==> src/rtl/cordic_vector_if.sv <==
// Request/result bundle for the vectoring CORDIC: operands and start in, angle/magnitude and status out.
interface cordic_vector_if;
    logic               start;
    logic signed [15:0] x_in;
    logic signed [15:0] y_in;
    logic signed [15:0] angle;
    logic signed [15:0] magnitude;
    logic               busy;
    logic               done;

    modport master (output start, x_in, y_in, input  angle, magnitude, busy, done);
    modport slave  (input  start, x_in, y_in, output angle, magnitude, busy, done);
endinterface

==> src/rtl/cordic_vector.sv <==
// Iterative vectoring-mode CORDIC: atan2(y,x) in Q3.13 and gain-compensated magnitude in Q2.14.
// One micro-rotation per clock, preceded by a quadrant pre-rotation and followed by a gain scale.
module cordic_vector #(
    parameter int unsigned ITERATIONS = 14
) (
    input logic        clock,
    input logic        reset,
    cordic_vector_if.slave cv
);

    localparam int unsigned XW     = 18;
    localparam int unsigned ZW     = 16;
    localparam int unsigned CW     = 4;
    localparam int unsigned PW     = 34;
    localparam int unsigned FRAC   = 14;
    localparam logic signed [ZW-1:0] HALF_PI = 16'sd12868;
    localparam logic signed [15:0]   K_INV   = 16'sd9949;
    localparam logic signed [PW-1:0] MAG_MAX = 34'sd32767;
    localparam logic [CW-1:0]        LAST_IT = CW'(ITERATIONS - 1);

    typedef enum logic [2:0] {S_IDLE, S_PRE, S_ITER, S_SCALE, S_DONE} state_t;

    state_t                state_q;
    logic signed [XW-1:0]  x_q, y_q;
    logic signed [ZW-1:0]  z_q;
    logic [CW-1:0]         cnt_q;
    logic                  zero_q;
    logic signed [15:0]    mag_q;
    logic signed [15:0]    angle_q, magnitude_q;
    logic                  busy_q, done_q;

    logic signed [XW-1:0]  x_sh_c, y_sh_c;
    logic signed [ZW-1:0]  atan_c;
    logic signed [PW-1:0]  prod_c, scaled_c;
    logic signed [15:0]    mag_c;

    function automatic logic signed [ZW-1:0] atan_lut(input logic [CW-1:0] idx);
        case (idx)
            4'd0:    return 16'sd6434;
            4'd1:    return 16'sd3798;
            4'd2:    return 16'sd2007;
            4'd3:    return 16'sd1019;
            4'd4:    return 16'sd511;
            4'd5:    return 16'sd256;
            4'd6:    return 16'sd128;
            4'd7:    return 16'sd64;
            4'd8:    return 16'sd32;
            4'd9:    return 16'sd16;
            4'd10:   return 16'sd8;
            4'd11:   return 16'sd4;
            4'd12:   return 16'sd2;
            4'd13:   return 16'sd1;
            default: return 16'sd0;
        endcase
    endfunction

    // Shifted operands for the current micro-rotation and the saturating gain scale.
    always_comb begin
        x_sh_c   = x_q >>> cnt_q;
        y_sh_c   = y_q >>> cnt_q;
        atan_c   = atan_lut(cnt_q);
        prod_c   = PW'(x_q) * PW'(K_INV);
        scaled_c = prod_c >>> FRAC;
        mag_c    = 16'sd0;
        if (scaled_c > MAG_MAX) begin
            mag_c = 16'sd32767;
        end else if (!scaled_c[PW-1]) begin
            mag_c = 16'(scaled_c);
        end
    end

    always_ff @(posedge clock or negedge reset) begin
        if (!reset) begin
            state_q     <= S_IDLE;
            x_q         <= '0;
            y_q         <= '0;
            z_q         <= '0;
            cnt_q       <= '0;
            zero_q      <= 1'b0;
            mag_q       <= '0;
            angle_q     <= '0;
            magnitude_q <= '0;
            busy_q      <= 1'b0;
            done_q      <= 1'b0;
        end else begin
            done_q <= 1'b0;
            case (state_q)
                S_IDLE: begin
                    if (cv.start) begin
                        x_q     <= XW'(cv.x_in);
                        y_q     <= XW'(cv.y_in);
                        zero_q  <= (cv.x_in == 16'sd0) && (cv.y_in == 16'sd0);
                        busy_q  <= 1'b1;
                        state_q <= S_PRE;
                    end
                end
                // Fold left half-plane into the right half-plane by +/-90 degrees.
                S_PRE: begin
                    cnt_q <= '0;
                    if (x_q[XW-1]) begin
                        if (!y_q[XW-1]) begin
                            x_q <= y_q;
                            y_q <= -x_q;
                            z_q <= HALF_PI;
                        end else begin
                            x_q <= -y_q;
                            y_q <= x_q;
                            z_q <= -HALF_PI;
                        end
                    end else begin
                        z_q <= '0;
                    end
                    state_q <= S_ITER;
                end
                S_ITER: begin
                    if (!y_q[XW-1]) begin
                        x_q <= x_q + y_sh_c;
                        y_q <= y_q - x_sh_c;
                        z_q <= z_q + atan_c;
                    end else begin
                        x_q <= x_q - y_sh_c;
                        y_q <= y_q + x_sh_c;
                        z_q <= z_q - atan_c;
                    end
                    cnt_q <= cnt_q + CW'(1);
                    if (cnt_q == LAST_IT) begin
                        state_q <= S_SCALE;
                    end
                end
                S_SCALE: begin
                    mag_q   <= mag_c;
                    state_q <= S_DONE;
                end
                // Zero vector has no defined angle; report 0 rather than the accumulated table sum.
                S_DONE: begin
                    angle_q     <= zero_q ? 16'sd0 : z_q;
                    magnitude_q <= mag_q;
                    done_q      <= 1'b1;
                    busy_q      <= 1'b0;
                    state_q     <= S_IDLE;
                end
                default: state_q <= S_IDLE;
            endcase
        end
    end

    assign cv.angle     = angle_q;
    assign cv.magnitude = magnitude_q;
    assign cv.busy      = busy_q;
    assign cv.done      = done_q;

endmodule

==> src/flat_wrapper.sv <==
// flat-port wrapper written by rule: the top's interface ports become plain ports
module cordic_vector_flat 
#(
    parameter int unsigned ITERATIONS = 14
)
  (clock, reset, cv_start, cv_x_in, cv_y_in, cv_angle, cv_magnitude, cv_busy, cv_done);
  cordic_vector_if cv_i ();
  input logic clock;
  input logic reset;
  input wire logic [$bits(cv_i.start)-1:0] cv_start;
  input wire logic [$bits(cv_i.x_in)-1:0] cv_x_in;
  input wire logic [$bits(cv_i.y_in)-1:0] cv_y_in;
  output wire logic [$bits(cv_i.angle)-1:0] cv_angle;
  output wire logic [$bits(cv_i.magnitude)-1:0] cv_magnitude;
  output wire logic [$bits(cv_i.busy)-1:0] cv_busy;
  output wire logic [$bits(cv_i.done)-1:0] cv_done;
  assign cv_i.start = cv_start;
  assign cv_i.x_in = cv_x_in;
  assign cv_i.y_in = cv_y_in;
  assign cv_angle = cv_i.angle;
  assign cv_magnitude = cv_i.magnitude;
  assign cv_busy = cv_i.busy;
  assign cv_done = cv_i.done;
  cordic_vector #(.ITERATIONS(ITERATIONS)) u_core (.clock(clock), .reset(reset), .cv(cv_i));
endmodule
==> config.mk <==
export PLATFORM = sky130hd
export DESIGN_NAME = cordic_vector_flat
export DESIGN_NICKNAME = d
export VERILOG_FILES = /design/src/rtl/cordic_vector_if.sv /design/src/rtl/cordic_vector.sv /design/src/flat_wrapper.sv
export SDC_FILE = /design/constraint.sdc
export NUM_CORES = 1
export LEC_CHECK = 0
export ABC_AREA = 1
export CELL_PAD_IN_SITES_DETAIL_PLACEMENT = 1
export CELL_PAD_IN_SITES_GLOBAL_PLACEMENT = 1
export CORE_MARGIN = 3
export CORE_UTILIZATION = 45
export DETAILED_ROUTE_END_ITERATION = 10
export PLACE_DENSITY = 0.77
export SLEW_MARGIN = 20
export SYNTH_ARGS = -nofsm -noshare
export SYNTH_HDL_FRONTEND = slang
export SYNTH_SLANG_ARGS = --single-unit
==> constraint.sdc <==
create_clock -name clock -period 13.8 [get_ports clock]
set_clock_uncertainty 0.1 [all_clocks]
set_input_delay 1.38 -clock clock [delete_from_list [all_inputs] [get_ports clock]]
set_output_delay 1.38 -clock clock [all_outputs]
set_load 0.03 [all_outputs]
# Word-level counts from Yosys, hierarchy flattened
# Memory sizes are Yosys's and may differ from the RTL's.
# Index checks and enable logic that the tools add are counted.
dict set report classes {
  reduce_logical 12
  eq_ne 8
  n_mul 1
  n_mux 24
  n_lt_le_gt_ge 1
  add_sub_neg 9
  n_shift 2
}
# operator n
set ops {}
lappend ops {{18-bit 2-to-1 mux} 8}
lappend ops {{18-bit case mux with 3 select lines} 2}
lappend ops {{16-bit 2-to-1 mux} 6}
lappend ops {{18-bit adder} 2}
lappend ops {{18-bit negation} 2}
lappend ops {{18-bit by 4-bit >>> shifter with 18-bit output} 2}
lappend ops {{18-bit subtractor} 2}
lappend ops {{18-bit by 15-bit multiplier with 33-bit output, second input constant} 1}
lappend ops {{16-bit logical NOT} 2}
lappend ops {{16-bit case mux with 2 select lines} 1}
lappend ops {{19-bit by 16-bit > comparator with 1-bit output, second input constant} 1}
lappend ops {{16-bit adder} 1}
lappend ops {{16-bit subtractor} 1}
lappend ops {{3-bit case mux with 4 select lines} 1}
lappend ops {{4-bit case mux with 2 select lines} 1}
lappend ops {{2-bit AND reduction} 4}
lappend ops {{3-bit by 2-bit == test with 1-bit output, second input constant} 2}
lappend ops {{3-bit 2-to-1 mux} 2}
lappend ops {{4-bit by 1-bit adder with 4-bit output, second input constant} 1}
lappend ops {{4-bit == test, second input constant} 1}
lappend ops {{2-bit by 1-bit inequality test with 1-bit output, second input constant} 2}
lappend ops {{2-bit nonzero test} 2}
lappend ops {{3-bit by 1-bit == test with 1-bit output, second input constant} 1}
lappend ops {{3-bit == test, second input constant} 1}
lappend ops {{7 further kinds} 8}
dict set report word_totals {
  mem_count 1
  reg_bits 110
  out_inout_bits 34
  romBits 208
  wordCells 70
  input_bits 35
}
# name words word_bits rd rd_clocked_by_memory_dff wr line_no
set memory_table {}
lappend memory_table {{(no name shown)} 16 13 1 0 0 cordic_vector.sv:38} ;# case (idx)

# Logic depth before layout (Yosys ltp)
# Gate-level depths: netlist of the first run.
dict set report logic_depth {
  word_depth 4
  mapped_depth 31
  depth_no_buf 29
}

# Worst setup path before layout of the first run
# No wires, ideal clock.
dict set report synth_timing {
  kind {reg-to-reg}
  startpoint {reg u_core.x_q[14]}
  endpoint {reg u_core.mag_q[11]}
  setup_time_ns 0.116
  t_arrival_ns 5.399
  required_ns 13.584
  setup_slack_ns 8.184
  path_stages_with_launch 26
  path_buffers 1
  period_less_slack_ns 5.616
  path_cell_list {dfrtp_1 -> inv_1 -> ha_1 -> inv_1 -> fa_1 -> inv_1 -> fa_1 -> fa_1 -> fa_1 -> inv_1 -> fa_1 -> inv_1 -> ha_1 -> a21oi_1 -> o21ai_0 -> a21oi_1 -> nor2_1 -> a211oi_1 -> nand2_1 -> nand2_1 -> nand2_1 -> nor2_2 -> buf_4 -> nand3_1 -> nand2_1 -> nand2_1}
}
dict set report synth_via {
  elab_chain_cells 3
  word_cells_on_any_way 4
  classes_between {1 x mul; 1 x order compare; 2 x mux}
}
# item line_no
set synth_rtl {}
lappend synth_rtl {{start: declaration} cordic_vector.sv:24} ;# logic signed [XW-1:0] x_q, y_q;
lappend synth_rtl {{start signal: assignment} cordic_vector.sv:90} ;# x_q <= XW'(cv.x_in);
lappend synth_rtl {{start signal: assignment} cordic_vector.sv:102} ;# x_q <= y_q;
lappend synth_rtl {{start signal: assignment} cordic_vector.sv:106} ;# x_q <= -y_q;
lappend synth_rtl {{18-bit by 15-bit multiplier with 33-bit output (*)} cordic_vector.sv:62} ;# prod_c = PW'(x_q) * PW'(K_INV);
lappend synth_rtl {{19-bit by 16-bit > comparator with 1-bit output or 16-bit 2-to-1 mux (tied branches)} {cordic_vector.sv:65, cordic_vector.sv:67}}
lappend synth_rtl {{16-bit 2-to-1 mux (*)} cordic_vector.sv:65} ;# if (scaled_c > MAG_MAX) begin
lappend synth_rtl {{end signal: assignment} cordic_vector.sv:131} ;# mag_q <= mag_c;
lappend synth_rtl {{end: declaration} cordic_vector.sv:28} ;# logic signed [15:0] mag_q;
# Mark *: on every way between the ends. The rest lies on a longest branch, timed or not.
# A chain may end at the register's enable or synchronous reset.

# Final worst setup path of the first run
dict set report layout_timing {
  startpoint {reg u_core.x_q[12]}
  endpoint {reg u_core.mag_q[2]}
}
# The elaborated chain is that of the path after synthesis.

==> results of run 1 <==
==> metrics by stage <==
stage	cells	hold slack, ps	setup slack, ps	util	instance area (um2)
CTS	2889	370.6	6972	0.4943	18140
global route	2889	392.3	6584	0.4943	18140
detailed placement	2873	358.3	7040	0.4859	17830
finish	2889	366.9	6937	0.4943	18140
global placement	2873	354.9	7027	0.4856	17820
floorplan	2391	342.2	8184	-	16820
==> routing by layer <==
layer,part of all wire,track usage,vias up
met5,0,0,-
met4,0.029,0.08969,0
met3,0.059,0.05699,87
met2,0.46,0.4892,426
met1,0.46,0.4105,7954
li1,-,-,7767
==> critical path: cells and delay by family, from the launching register on <==
kind / cells / cell delay (ps)
and+or+nand+nor: 7 / 840
adders and majority gates: 7 / 3390
AOI/OAI and AO/OA: 4 / 1240
buffers and inverters: 5 / 520
DFF: 1 / 710
==> layout make-up <==
cell class / instances / area [um2]
clock buffers: 9 / 225.2
clock inverters: 7 / 86.33
well taps: 468 / 585.6
inverters: 398 / 1500
fillers: 4794 / 18560
multi-input cells: 1813 / 12190
flip-flops and latches: 110 / 2753
repair buffers: 84 / 798.3
==> registers in the layout, summed over array words and instances, names as in the netlist <==
register and count:
u_core.x_q 18, u_core.y_q 18, u_core.cv.angle 16, u_core.cv.magnitude 16
u_core.mag_q 16, u_core.z_q 16, u_core.cnt_q 4, u_core.state_q 3
u_core.cv.busy 1, u_core.cv.done 1, u_core.zero_q 1
==> placed cells by master (no fill, tap or decap), types with 67 or more instances in the layout <==
master           instances
clkdlybuf4s50_1         67
inv_1                  384
nand2_1                573
nor2_1                 148
o21ai_0                134
ha_1                   188
nand3_1                190
a21oi_1                154
fa_1                   119
dfrtp_1                110
==> cell families (layout without fill, tap and decap cells) <==
kind of cell / Yosys count / count (layout) / synth area share
flops: 110 / 110 / 0.1637
xor+xnor: 70 / 70 / 0.03645
fa+ha+maj: 307 / 307 / 0.2815
buf+inv: 468 / 498 / 0.1122
compound gates: 407 / 407 / 0.1407
simple gates: 1029 / 1029 / 0.2655
==> path summary, 6_finish.rpt <==
path | start | slack [ps] | endpoint
max in group asynchronous | reset | 11380 | u_core.y_q[10]$_DFFE_PN0P_
setup / recovery | u_core.x_q[12]$_DFFE_PN0P_ | 6940 | u_core.mag_q[2]$_DFFE_PN0P_
hold / removal | u_core.mag_q[2]$_DFFE_PN0P_ | 370 | u_core.cv.magnitude[2]$_DFFE_PN0P_
hold reg to reg | u_core.mag_q[2]$_DFFE_PN0P_ | 370 | u_core.cv.magnitude[2]$_DFFE_PN0P_
min in group asynchronous | reset | 1000 | u_core.cv.magnitude[8]$_DFFE_PN0P_
setup reg to reg | u_core.x_q[12]$_DFFE_PN0P_ | 6940 | u_core.mag_q[2]$_DFFE_PN0P_
==> out/qor.yml, run 1 <==
synth.most_common_cell: "nand2_1"
antenna_cells: 0
crit_fanout: 15
ys_types: 64
start_kind: "flop"
hold_buffers: 0
whs_path_depth: 2
period_needed_ps: 6863
maxCapViolations: 0
path_cells: "inv_1 -> ha_1 -> inv_1 -> fa_1 -> inv_1 -> fa_1 -> fa_1 -> fa_1 -> inv_1 -> fa_1 -> inv_1 -> ha_1 -> a21oi_1 -> nor2_1 -> nor2_1 -> o21ai_0 -> a31oi_1 -> nand2_1 -> nand2_1 -> nand2_1 -> a21oi_2 -> nand2_1 -> nand2_1"
clkSlewWorstSetupHoldPaths_ps: 80
synth_area_leaders: "dfrtp_1 16%, fa_1 14%, ha_1 14%, nand2_1 13%, inv_1 8.6%"
final-setup-viol-count: 0
cp_slowest_cell: "dfrtp_1"
die_w_um: 199.3
nNetsFinal: 2758
insertion_delay_ps: 380
core_um2: 36700
yosysSeqAreaShare: 0.1637
routed_wl_um: 59160
synth_top_cell_area_share: 0.1637
max_freq_ghz: 0.1457
htree_levels: 3
drtAntennaViolNets: 0
clockBufferDepth: 2
crit_required_ps: 14020
postCtsSetupBuffers: 0
yosys_warnings: 0
cpPeakStageDelay_ps: 710
boundaryPins: 69
area_delta_synth_final_pct: 7.855
rr_worst_depth: 23
syn_nets: 2733
gp_congestion: 0.9564
die_y_um: 199.3
root_buffer: "clkbuf_16"
grt_pass1_vias: 16770
cts_tree: "done"
synth-main-ff-cell: "dfrtp_1"
worstMarginPinSlew_ps: 898.8
cts_resized: 0
vias_per_cell: 5.619
hold_viol: 0
drc: 0
start_util: 0.4583
critical_path_arrival_ps: 7080
dr_total_vias: 16230
wl_per_cell_um: 20.48
synthArstFlopShare: 1.000
end_kind: "flop"
tns_ps: 0
io_buffers: 68
max_slew_margin: 0.3953
synth-seq-cells: 110
grt_pass1_wl_um: 92920
postSynthCellCount: 2391
globalRoute.totalOverflow: 0
netlist_area_um2: 16820
dr.pass1.iters: 5
grtUsageTotal: 0.3011
timing.final.crit_share: 0.4973
layout-drive-gt1-share: 0.05122
antenna_found_initial: 0
grt_max_degree: 68
drt-initial-drc-count: 939
cts_buffers: 9
die_area_um2: 39730
avgSynthCellArea_um2: 7.035
rsz0062_at_grt: "no"
yosysTopAreaCell: "dfrtp_1"
crit_type: "reg -> reg"
synth_edf_count: 0
status: "complete, no violations"
slew_viol_final: 0
cts.sinks: 110
synth_common_cells: "573 x nand2_1, 385 x inv_1, 190 x nand3_1"
min_path_type: "reg -> reg"
row_count: 70
dp_hpwl_um: 48070
Power of run 1 is not shown: default switching activity piles up to over one toggle a cycle in this logic, so the estimate is an artifact.
==> run 2: changes to the inputs <==
--- a/config.mk
+++ b/config.mk
@@ -9,9 +9,9 @@
 export CELL_PAD_IN_SITES_DETAIL_PLACEMENT = 1
 export CELL_PAD_IN_SITES_GLOBAL_PLACEMENT = 1
 export CORE_MARGIN = 3
-export CORE_UTILIZATION = 45
+export CORE_UTILIZATION = 42
 export DETAILED_ROUTE_END_ITERATION = 10
-export PLACE_DENSITY = 0.77
+export PLACE_DENSITY = 0.76
 export SLEW_MARGIN = 20
 export SYNTH_ARGS = -nofsm -noshare
 export SYNTH_HDL_FRONTEND = slang
==> constraint.sdc (replaced) <==
create_clock -name clock -period 6 [get_ports clock]
set_clock_uncertainty 0.1 [all_clocks]
set_input_delay 0.6 -clock clock [delete_from_list [all_inputs] [get_ports clock]]
set_output_delay 0.6 -clock clock [all_outputs]
set_load 0.03 [all_outputs]
==> out/qor.yml, run 2 (synthesized netlist as in run 1, its figures left out) <==
r2r_setup_slack_ps: 280  # was 6940 ps
dp_hpwl_um: 49290  # was 48070 um
rr_worst_depth: 25  # was 23
final-setup-viol-count: 0  # unchanged
end_kind: "flop"  # unchanged
drc: 0  # unchanged
multiInputGateArea_um2: 12380  # was 12190 um2
hold_viol: 0  # unchanged
timing.final.ws_setup_ps: 278.6  # was 6937 ps
worstMarginPinSlew_ps: 1078  # was 898.8 ps
cts_buffers: 9  # unchanged
gp_congestion: 0.9651  # was 0.9564
crit_type: "reg -> reg"  # unchanged
crit_required_ps: 6170  # was 14020 ps
grt_max_degree: 63  # was 68
hold_slack_ps: 184.0  # was 366.9 ps
max_slew_margin: 0.2746  # was 0.3953
dr.pass1.iters: 5  # unchanged
boundaryPins: 69  # unchanged
max_freq_ghz: 0.1748  # was 0.1457 GHz
clockBufferDepth: 2  # unchanged
antenna_cells: 0  # unchanged
final_cell_mix: "571 x nand2_1, 378 x inv_1, 190 x nand3_1"  # was 573 x nand2_1, 384 x inv_1, 190 x nand3_1
dpl_cell_area_um2: 18150  # was 17830 um2
cts_tree: "done"  # unchanged
reg2reg_to: "u_core.mag_q[2]$_DFFE_PN0P_"  # unchanged
worstReg2RegStart: "u_core.x_q[14]$_DFFE_PN0P_"  # was u_core.x_q[12]$_DFFE_PN0P_
largestRegisters: "u_core.x_q: 18 flops, u_core.y_q: 18 flops"  # unchanged
nNetsFinal: 2803  # was 2758
final_common_cell: "nand2_1"  # unchanged
critical_path_arrival_ps: 5890  # was 7080 ps
die_area_um2: 42490  # was 39730 um2
routed_wl_um: 60330  # was 59160 um
regArea_um2: 2758  # was 2753 um2
cts.sinks: 110  # unchanged
grt_pass1_vias: 17200  # was 16770
io_buffers: 68  # unchanged
die_y_um: 206.1  # was 199.3 um
hold_buffers: 0  # unchanged
drtAntennaViolNets: 0  # unchanged
place_inst: 2959  # was 2873
start_util: 0.4302  # was 0.4583
start_kind: "flop"  # unchanged
slew_viol_final: 0  # unchanged
stdcell_count: 2984  # was 2889
min_path_type: "in -> async"  # was reg -> reg
crit_fanout: 7  # was 15
grt_pass1_wl_um: 94450  # was 92920 um
insertion_delay_ps: 380  # about the same
dr_total_vias: 16570  # was 16230
layout-drive-gt1-share: 0.08556  # was 0.05122
final_cell_area_um2: 18730  # was 18140 um2
drt-initial-drc-count: 1004  # was 939
status: "complete, no violations"  # unchanged
die_w_um: 206.1  # was 199.3 um
post-place-ws_ps: 44.77  # was 7040 ps
filler_cell_count: 5069  # was 4794
antenna_found_initial: 1  # was 0
wl_per_cell_um: 20.22  # was 20.48 um
period_needed_ps: 5721  # was 6863 ps
vias_per_cell: 5.553  # was 5.619
grtUsageTotal: 0.2852  # was 0.3011
row_count: 72  # was 70
area_delta_synth_final_pct: 11.34  # was 7.855%
htree_levels: 3  # unchanged
root_buffer: "clkbuf_16"  # unchanged
globalRoute.totalOverflow: 0  # unchanged
maxCapViolations: 0  # unchanged
timing.final.crit_share: 0.9536  # was 0.4973
clkSlewWorstSetupHoldPaths_ps: 90  # was 80 ps
core_um2: 39100  # was 36700 um2
-- run 2: cell types whose count changed in the layout (fill, tap and decap cells not counted), moves of 4 or more --
cell	before	now
buf_4	17	60
ha_1	188	172
ha_2	0	9
a21oi_1	154	146
a21oi_2	3	11
ha_4	0	7
inv_1	384	378
inv_2	11	17
dfrtp_1	110	106
dfrtp_2	0	4
-- run 2: stage by stage --
step / TNS [ps] / util
3_5_place_dp: 0 / 0.4644
5_1_grt: -1.357 / 0.4790
6_report: 0 / 0.4790
2_1_floorplan: 0 / -
4_1_cts: 0 / 0.4721
3_3_place_gp: 0 / 0.4644
-- run 2: cell type report --
| cell class | count | share of cell area |
|---|---|---|
| sequential | 110 | 0.1472 |
| inverter | 398 | 0.08010 |
| clock inverter | 7 | 0.004142 |
| timing repair buffer | 129 | 0.06106 |
| clock buffer | 9 | 0.01203 |
| multi-input combinational | 1813 | 0.6608 |
| tap | 518 | 0.03461 |
-- run 2: worst max-delay path: stages (launching register included) --
cell and delay, ps:
dfrtp_1 410, buf_4 180, ha_1 280, inv_1 60, fa_1 510, inv_1 60, fa_1 470, fa_1 520
fa_1 540, inv_1 50, fa_1 530, inv_1 40, ha_2 320, a21oi_2 170, nor2_1 60, nor2_2 160
o21ai_1 110, a31oi_1 230, nand2_1 120, nand2_1 90, nand2_2 80, nor2_4 130, buf_4 160, nand3_1 90
nand2_1 80, nand2_1 50
-- run 2: how the worst max path moves through the flow --
stage,cells after the start,to,start
2_1_floorplan,25,u_core.mag_q[11]$_DFFE_PN0P_,u_core.x_q[14]$_DFFE_PN0P_
5_1_grt,23,u_core.mag_q[0]$_DFFE_PN0P_,u_core.x_q[10]$_DFFE_PN0P_
6_report,25,u_core.mag_q[2]$_DFFE_PN0P_,u_core.x_q[14]$_DFFE_PN0P_
3_5_place_dp,26,u_core.mag_q[5]$_DFFE_PN0P_,u_core.x_q[6]$_DFFE_PN0P_
3_3_place_gp,25,u_core.mag_q[9]$_DFFE_PN0P_,u_core.x_q[11]$_DFFE_PN0P_
4_1_cts,26,u_core.mag_q[2]$_DFFE_PN0P_,u_core.x_q[6]$_DFFE_PN0P_
-- run 2: routing by layer --
metal	GRT usage	share of wire	vias up
li1	-	-	7882
met1	0.3981	0.46	8172
met2	0.4598	0.45	416
met3	0.04142	0.053	101
met4	0.08461	0.032	0
met5	0	0	-
-- run 2: what timing repair did --
item	CTS	global route
setup buffers	0	8
gates resized for setup	0	54
setup endpoints to repair	0	15
Power of run 2 is left out for the same reason.
